<file path="src/rtl/multi_clk_gen_if.sv">
// Control and output bundle for the multi-channel clock generator.
// Per-channel fields are packed channel-major: channel i at [i*W +: W].
interface multi_clk_gen_if #(
  parameter int NCH   = 4,
  parameter int WIDTH = 32,
  parameter int CNT_W = 16
);
  logic [NCH-1:0]       enable;
  logic [NCH*WIDTH-1:0] half_ns;
  logic [NCH*WIDTH-1:0] phase_ns;
  logic                 sync;
  logic [NCH-1:0]       clk_out;
  logic [NCH-1:0]       tick;
  logic [NCH*CNT_W-1:0] rise_cnt;

  modport master (
    output enable, half_ns, phase_ns, sync,
    input  clk_out, tick, rise_cnt
  );

  modport slave (
    input  enable, half_ns, phase_ns, sync,
    output clk_out, tick, rise_cnt
  );
endinterface

</file>
<file path="src/rtl/multi_clk_gen.sv">
// NCH programmable square-wave generators stepped STEP ns per clk, with phase offset,
// fractional remainder carry, global sync realign, toggle strobe and rise counter.
module multi_clk_gen #(
  parameter int NCH   = 4,
  parameter int WIDTH = 32,
  parameter int STEP  = 2,
  parameter int CNT_W = 16
) (
  input  logic              clk,
  input  logic              reset,
  multi_clk_gen_if.slave    bus
);

  typedef enum logic [1:0] {IDLE, PHASE, RUN} state_t;

  state_t             state_q [NCH];
  state_t             state_d [NCH];
  logic [WIDTH-1:0]   acc_q   [NCH];
  logic [WIDTH-1:0]   acc_d   [NCH];
  logic [WIDTH-1:0]   half_q  [NCH];
  logic [WIDTH-1:0]   half_d  [NCH];
  logic [WIDTH-1:0]   phase_q [NCH];
  logic [WIDTH-1:0]   phase_d [NCH];
  logic [CNT_W-1:0]   cnt_q   [NCH];
  logic [CNT_W-1:0]   cnt_d   [NCH];
  logic [NCH-1:0]     clk_q, clk_d;
  logic [NCH-1:0]     tick_q, tick_d;
  logic [NCH*CNT_W-1:0] cnt_flat;

  always_ff @(posedge clk) begin
    if (reset) begin
      for (int i = 0; i < NCH; i++) begin
        state_q[i] <= IDLE;
        acc_q[i]   <= '0;
        half_q[i]  <= '0;
        phase_q[i] <= '0;
        cnt_q[i]   <= '0;
      end
      clk_q  <= '0;
      tick_q <= '0;
    end else begin
      for (int i = 0; i < NCH; i++) begin
        state_q[i] <= state_d[i];
        acc_q[i]   <= acc_d[i];
        half_q[i]  <= half_d[i];
        phase_q[i] <= phase_d[i];
        cnt_q[i]   <= cnt_d[i];
      end
      clk_q  <= clk_d;
      tick_q <= tick_d;
    end
  end

  always_comb begin
    clk_d  = clk_q;
    tick_d = '0;
    for (int i = 0; i < NCH; i++) begin
      logic [WIDTH:0]   nxt;
      logic [WIDTH-1:0] half_in;
      logic [WIDTH-1:0] phase_in;
      logic             fast;
      nxt        = {1'b0, acc_q[i]} + (WIDTH+1)'(STEP);
      half_in    = bus.half_ns[i*WIDTH +: WIDTH];
      phase_in   = bus.phase_ns[i*WIDTH +: WIDTH];
      fast       = ({1'b0, half_q[i]} <= (WIDTH+1)'(STEP));
      state_d[i] = state_q[i];
      acc_d[i]   = acc_q[i];
      half_d[i]  = half_q[i];
      phase_d[i] = phase_q[i];
      cnt_d[i]   = cnt_q[i];

      // sync outranks both enable changes and any toggle due this cycle
      if (bus.sync) begin
        cnt_d[i]  = '0;
        clk_d[i]  = 1'b0;
        acc_d[i]  = '0;
        state_d[i] = IDLE;
        if (bus.enable[i]) begin
          half_d[i]  = half_in;
          phase_d[i] = phase_in;
          state_d[i] = (phase_in != '0) ? PHASE : RUN;
        end
      end else if (!bus.enable[i]) begin
        state_d[i] = IDLE;
        clk_d[i]   = 1'b0;
        acc_d[i]   = '0;
      end else begin
        case (state_q[i])
          IDLE: begin
            half_d[i]  = half_in;
            phase_d[i] = phase_in;
            acc_d[i]   = '0;
            state_d[i] = (phase_in != '0) ? PHASE : RUN;
          end
          PHASE: begin
            if (nxt >= {1'b0, phase_q[i]}) begin
              acc_d[i]   = WIDTH'(nxt - {1'b0, phase_q[i]});
              state_d[i] = RUN;
            end else begin
              acc_d[i] = nxt[WIDTH-1:0];
            end
          end
          RUN: begin
            if (fast || nxt >= {1'b0, half_q[i]}) begin
              clk_d[i]  = ~clk_q[i];
              tick_d[i] = 1'b1;
              // remainder carries so the long-run frequency stays exact
              acc_d[i]  = fast ? '0 : WIDTH'(nxt - {1'b0, half_q[i]});
              half_d[i] = half_in;
              if (!clk_q[i]) cnt_d[i] = cnt_q[i] + CNT_W'(1);
            end else begin
              acc_d[i] = nxt[WIDTH-1:0];
            end
          end
          default: state_d[i] = IDLE;
        endcase
      end
    end
  end

  always_comb begin
    cnt_flat = '0;
    for (int i = 0; i < NCH; i++) cnt_flat[i*CNT_W +: CNT_W] = cnt_q[i];
  end

  assign bus.clk_out  = clk_q;
  assign bus.tick     = tick_q;
  assign bus.rise_cnt = cnt_flat;

endmodule

</file>
<file path="src/flat_wrapper.sv">
// flat-port wrapper written by rule: the top's interface ports become plain ports
module multi_clk_gen_flat 
#(
  parameter int NCH   = 4,
  parameter int WIDTH = 32,
  parameter int STEP  = 2,
  parameter int CNT_W = 16
)
  (clk, reset, bus_enable, bus_half_ns, bus_phase_ns, bus_sync, bus_clk_out, bus_tick, bus_rise_cnt);
  multi_clk_gen_if #(.NCH(NCH), .WIDTH(WIDTH), .CNT_W(CNT_W)) bus_i ();
  input  logic clk;
  input  logic reset;
  input wire logic [$bits(bus_i.enable)-1:0] bus_enable;
  input wire logic [$bits(bus_i.half_ns)-1:0] bus_half_ns;
  input wire logic [$bits(bus_i.phase_ns)-1:0] bus_phase_ns;
  input wire logic [$bits(bus_i.sync)-1:0] bus_sync;
  output wire logic [$bits(bus_i.clk_out)-1:0] bus_clk_out;
  output wire logic [$bits(bus_i.tick)-1:0] bus_tick;
  output wire logic [$bits(bus_i.rise_cnt)-1:0] bus_rise_cnt;
  assign bus_i.enable = bus_enable;
  assign bus_i.half_ns = bus_half_ns;
  assign bus_i.phase_ns = bus_phase_ns;
  assign bus_i.sync = bus_sync;
  assign bus_clk_out = bus_i.clk_out;
  assign bus_tick = bus_i.tick;
  assign bus_rise_cnt = bus_i.rise_cnt;
  multi_clk_gen #(.NCH(NCH), .WIDTH(WIDTH), .STEP(STEP), .CNT_W(CNT_W)) u_core (.clk(clk), .reset(reset), .bus(bus_i));
endmodule
</file>
<file path="config.mk">
export PLATFORM = sky130hd
export DESIGN_NAME = multi_clk_gen_flat
export DESIGN_NICKNAME = d
export VERILOG_FILES = /design/src/rtl/multi_clk_gen_if.sv /design/src/rtl/multi_clk_gen.sv /design/src/flat_wrapper.sv
export SDC_FILE = /design/constraint.sdc
export NUM_CORES = 2
export LEC_CHECK = 0
export ABC_CLOCK_PERIOD_IN_PS = 5880
export CAP_MARGIN = 20
export CORE_MARGIN = 2
export CORE_UTILIZATION = 55
export CTS_CLUSTER_SIZE = 14
export DETAILED_ROUTE_END_ITERATION = 6
export PLACE_DENSITY = 0.83
export REMOVE_ABC_BUFFERS = 1
export SLEW_MARGIN = 20
export SYNTH_ARGS = -nofsm -noshare
export SYNTH_HDL_FRONTEND = slang
export SYNTH_SLANG_ARGS = --single-unit
</file>
<file path="constraint.sdc">
create_clock -name clk -period 5.88 [get_ports clk]
set_clock_uncertainty 0.15 [all_clocks]
set_input_delay 1.176 -clock clk [delete_from_list [all_inputs] [get_ports clk]]
set_output_delay 1.176 -clock clk [all_outputs]
set_load 0.02 [all_outputs]
</file>
==> summary.md <==
| Metric | Value |
|---|---|
| Status | complete, but fails checks |
| Failing checks | design-rule violations |
| Routed Antenna Nets | 0 |
| Setup TNS | 0 ps |
| Worst hold-check path type | register to register |
| DP Area | 0.04136 mm2 |
| Fin. max-slew vios | 0 |
| Clock latency on the worst-skew pair | 630 ps |
| DR WL/cell | 19.96 um |
| CP max FO | 19 |
| Fin area | 0.04332 mm2 |
| Crit path launch | u_core.acc_q[0][1] |
| Residual DRC | 17 |
| Clock sinks | 464 |
| RR Endpoint | u_core.acc_q[0][28] |
| CP Cell Sequence | ha_1 > nand3_1 > or4_1 > or2_2 > inv_1 > nand4_1 > nor2_1 > xor2_1 > ha_1 > nand3_1 > nor4_2 > nand4_1 > o211ai_1 > a211oi_4 > nand2_1 > nand2_2 > a222oi_1 > o21ai_0 |
| Fmax | 180.3 MHz |
| Sw Ratio | 30.34% |
| Clock root cell | clkbuf_16 |
| Worst path max stage delay | 540 ps |
| Total Routing Usage GR | 33.39% |
| Post-Route M1 WL | 51.46 mm |
| Ports | 335 |
| Die area | 0.06996 mm2 |
| WL met2 | 53.56 mm |
| Post-layout nets | 5752 |
| Worst Path Class, Setup | register to register |
| P_sw | 2.715 mW |
| Initial Util | 55.57% |
| Core area | 0.06716 mm2 |
| VDD IR max | 0.2283 mV |
| Max-cap violation count | 0 |
| Rel. slew slack | 25.56% |
| Async SR Flop Fraction | 0% |
| Worst setup endpoint | u_core.acc_q[0][28] |
| R2r worst-path depth | 18 |
| Worst Tran Pin Value | 1112 ps |
| Main synth FF type | dfxtp_1 |
| Yosys warning total | 0 |
| DIE HEIGHT | 264.5 um |
| Clock share of power | 41.5% |
| Count of final hold-check violations | 0 |
| Grt total ovfl | 0 |
| Combinational share of power | 21.1% |
| Mapped Cells | 4983 |
| Post-Syn Area | 0.03732 mm2 |
| Dpl hpwl | 93.75 mm |
| Hold WS | 302.3 ps |
| Final WL | 122.1 mm |
| Internal | 6.234 mW |
| Overall power | 8.948 mW |
| Power Density | 206.6 mW/mm2 |
| R2R Setup Slk | 330 ps |
| CTS Buffer Depth | 3 |
| Area Growth Syn to Fin | 16.07% |
| Sequential power share | 37.4% |
| Drt first pass iters | 7 |
| Crit path time final | 5547 ps |
| CP Capture Type | register |
| Post-CTS setup buffer count | 0 |
| Via density per instance | 6.303 |
| N_diodes | 0 |
| Setup violators final | 0 |
| Port Buf Inserts | 334 |
| Vias after detailed routing | 38560 |
| CP Data Required Time | 6230 ps |
| Register area share after synthesis | 24.89% |
| Final period util | 94.34% |
| # rows | 95 |
| RD Place Congestion | 1.037 |
| Unrepaired setup endpoints after global routing | no |
| LEAKAGE | 17.99 nW |
| H-tree lvl count | 2 |
| Die W | 264.5 um |
| Synth Register Bits | 464 |
| CTS tree | yes |
| FF-to-FF Start | u_core.acc_q[0][1] |
| Yosys cell types | 102 |
| Vias in the first global route | 35940 |
| First-pass GRT wire length | 190.8 mm |
| Slack of the critical path | 333.0 ps |
| Pre-CTS WS | 121.0 ps |
| Number of flops mapped to enable cells by yosys | 0 |
| Layout cells sized above 1 | 4.805% |
| Clock buffer count from CTS | 54 |
| 1st-iter DRT viols | 4455 |
| Startpoint Class | register |
| Met3 wire len | 11.21 mm |
| CP arrival | 5890 ps |
| Top Layer Used | met5 |
| Slowest CP cell | or4_1 |
| Mapped Avg Cell Area | 7.490 um2 |
| Reg clk slew, reported paths | 60 ps |
| Largest net degree at the start of global routing | 144 |
| Initial antenna violation count | 1 |
registers in the layout (all words and copies together), names as in the netlist:
signal,flops
u_core.state_q,8
u_core.acc_q,128
u_core.half_q,128
u_core.cnt_q,64
u_core.bus.tick,4
u_core.phase_q,128
u_core.bus.clk_out,4
power by group through the flow:
stage	clock network, mW	logic [mW]	registers, mW
final	3.72	1.89	3.34
after detailed placement	0	1.82	3.41
after CTS	3.74	1.84	3.34
after global placement	0	1.81	3.41
after floorplan	0	1.18	3.38
after global routing	3.87	2.04	3.36
how the worst min path moves through the flow:
stage / startpoint / slack, ps / cells past startpoint / to
final: u_core.phase_q[2][15] / 300 / 2 / u_core.phase_q[2][15]
after global routing: u_core.phase_q[1][29] / 320 / 2 / u_core.phase_q[1][29]
after CTS: u_core.phase_q[1][8] / 300 / 2 / u_core.phase_q[1][8]
after detailed placement: u_core.phase_q[1][8] / 300 / 2 / u_core.phase_q[1][8]
after global placement: u_core.phase_q[0][17] / 290 / 2 / u_core.phase_q[0][17]
after floorplan: u_core.phase_q[0][10] / 280 / 2 / u_core.phase_q[0][10]
what timing repair did:
| item | CTS | global route |
|---|---|---|
| hold endpoints to repair | 0 | 0 |
| gates resized for setup | 0 | 5 |
| hold buffers | 0 | 0 |
| setup endpoints to repair | 0 | 23 |
cells in the mapped netlist (57+ instances only):
library cell / n / share of area (%)
nand2_1: 600 / 6.0
a21oi_1: 469 / 6.3
dfxtp_1: 464 / 25
nor2_1: 368 / 3.7
inv_1: 365 / 3.7
ha_1: 280 / 9.4
o21ai_0: 246 / 3.3
xnor2_1: 220 / 5.2
clkbuf_1: 185 / 1.9
nand3_1: 172 / 2.3
xor2_1: 147 / 3.4
a21o_1: 122 / 2.5
mux2i_1: 120 / 3.2
nand4_1: 114 / 1.9
and3_1: 86 / 1.4
nor4_1: 76 / 1.3
nor3_1: 66 / 0.89
a222oi_1: 57 / 1.5
per-layer routing:
metal	GRT usage, %	vias up
met2	52.74	1919
li1	-	18430
met5	0	-
met4	15.28	2
met1	44.47	17840
met3	5.778	371
cell usage in the layout (no fill, tap or decap), types with 122 or more instances in the layout:
cell | netlist | routed
nand2_1 | 600 | 600
a21oi_1 | 469 | 469
dfxtp_1 | 464 | 464
inv_1 | 365 | 365
nor2_1 | 368 | 364
clkdlybuf4s50_1 | 0 | 332
ha_1 | 280 | 280
o21ai_0 | 246 | 246
xnor2_1 | 220 | 220
nand3_1 | 172 | 172
xor2_1 | 147 | 147
a21o_1 | 122 | 122
through the flow:
| stage | util (%) | instances |
|---|---|---|
| 5_1_grt | 64.50 | 6118 |
| 3_3_place_gp | 61.57 | 6018 |
| 6_report | 64.50 | 6118 |
| 3_5_place_dp | 61.58 | 6018 |
| 4_1_cts | 64.45 | 6118 |
| 2_1_floorplan | - | 4748 |
layout make-up:
class | instances | area (um2)
multi-input cells | 3918 | 25740
fillers | 5896 | 23840
flip-flops and latches | 464 | 9289
repair buffers | 397 | 3890
clock buffers | 70 | 1545
inverters | 366 | 1374
well taps | 873 | 1092
clock inverters | 30 | 385.4
worst max-delay path: cells and delay by family (launching register included):
| family | cells | cell delay (ps) |
|---|---|---|
| xor gates and xnor gates | 1 | 290 |
| DFF | 1 | 490 |
| adders and majority gates | 2 | 560 |
| and+or+nand+nor | 10 | 2810 |
| AOI/OAI and AO/OA | 4 | 990 |
| buffers and inverters | 1 | 110 |
logic make-up after synthesis:
logic type	after synthesis	share of synthesized area [%]
buf+inv	601	6.383
fa+ha+maj	288	9.816
mux	129	3.490
simple gates	1739	22.36
xor+xnor	367	8.612
compound gates	1395	24.45
flops	464	24.89
Note: power is estimated with default switching activity, not from simulation.
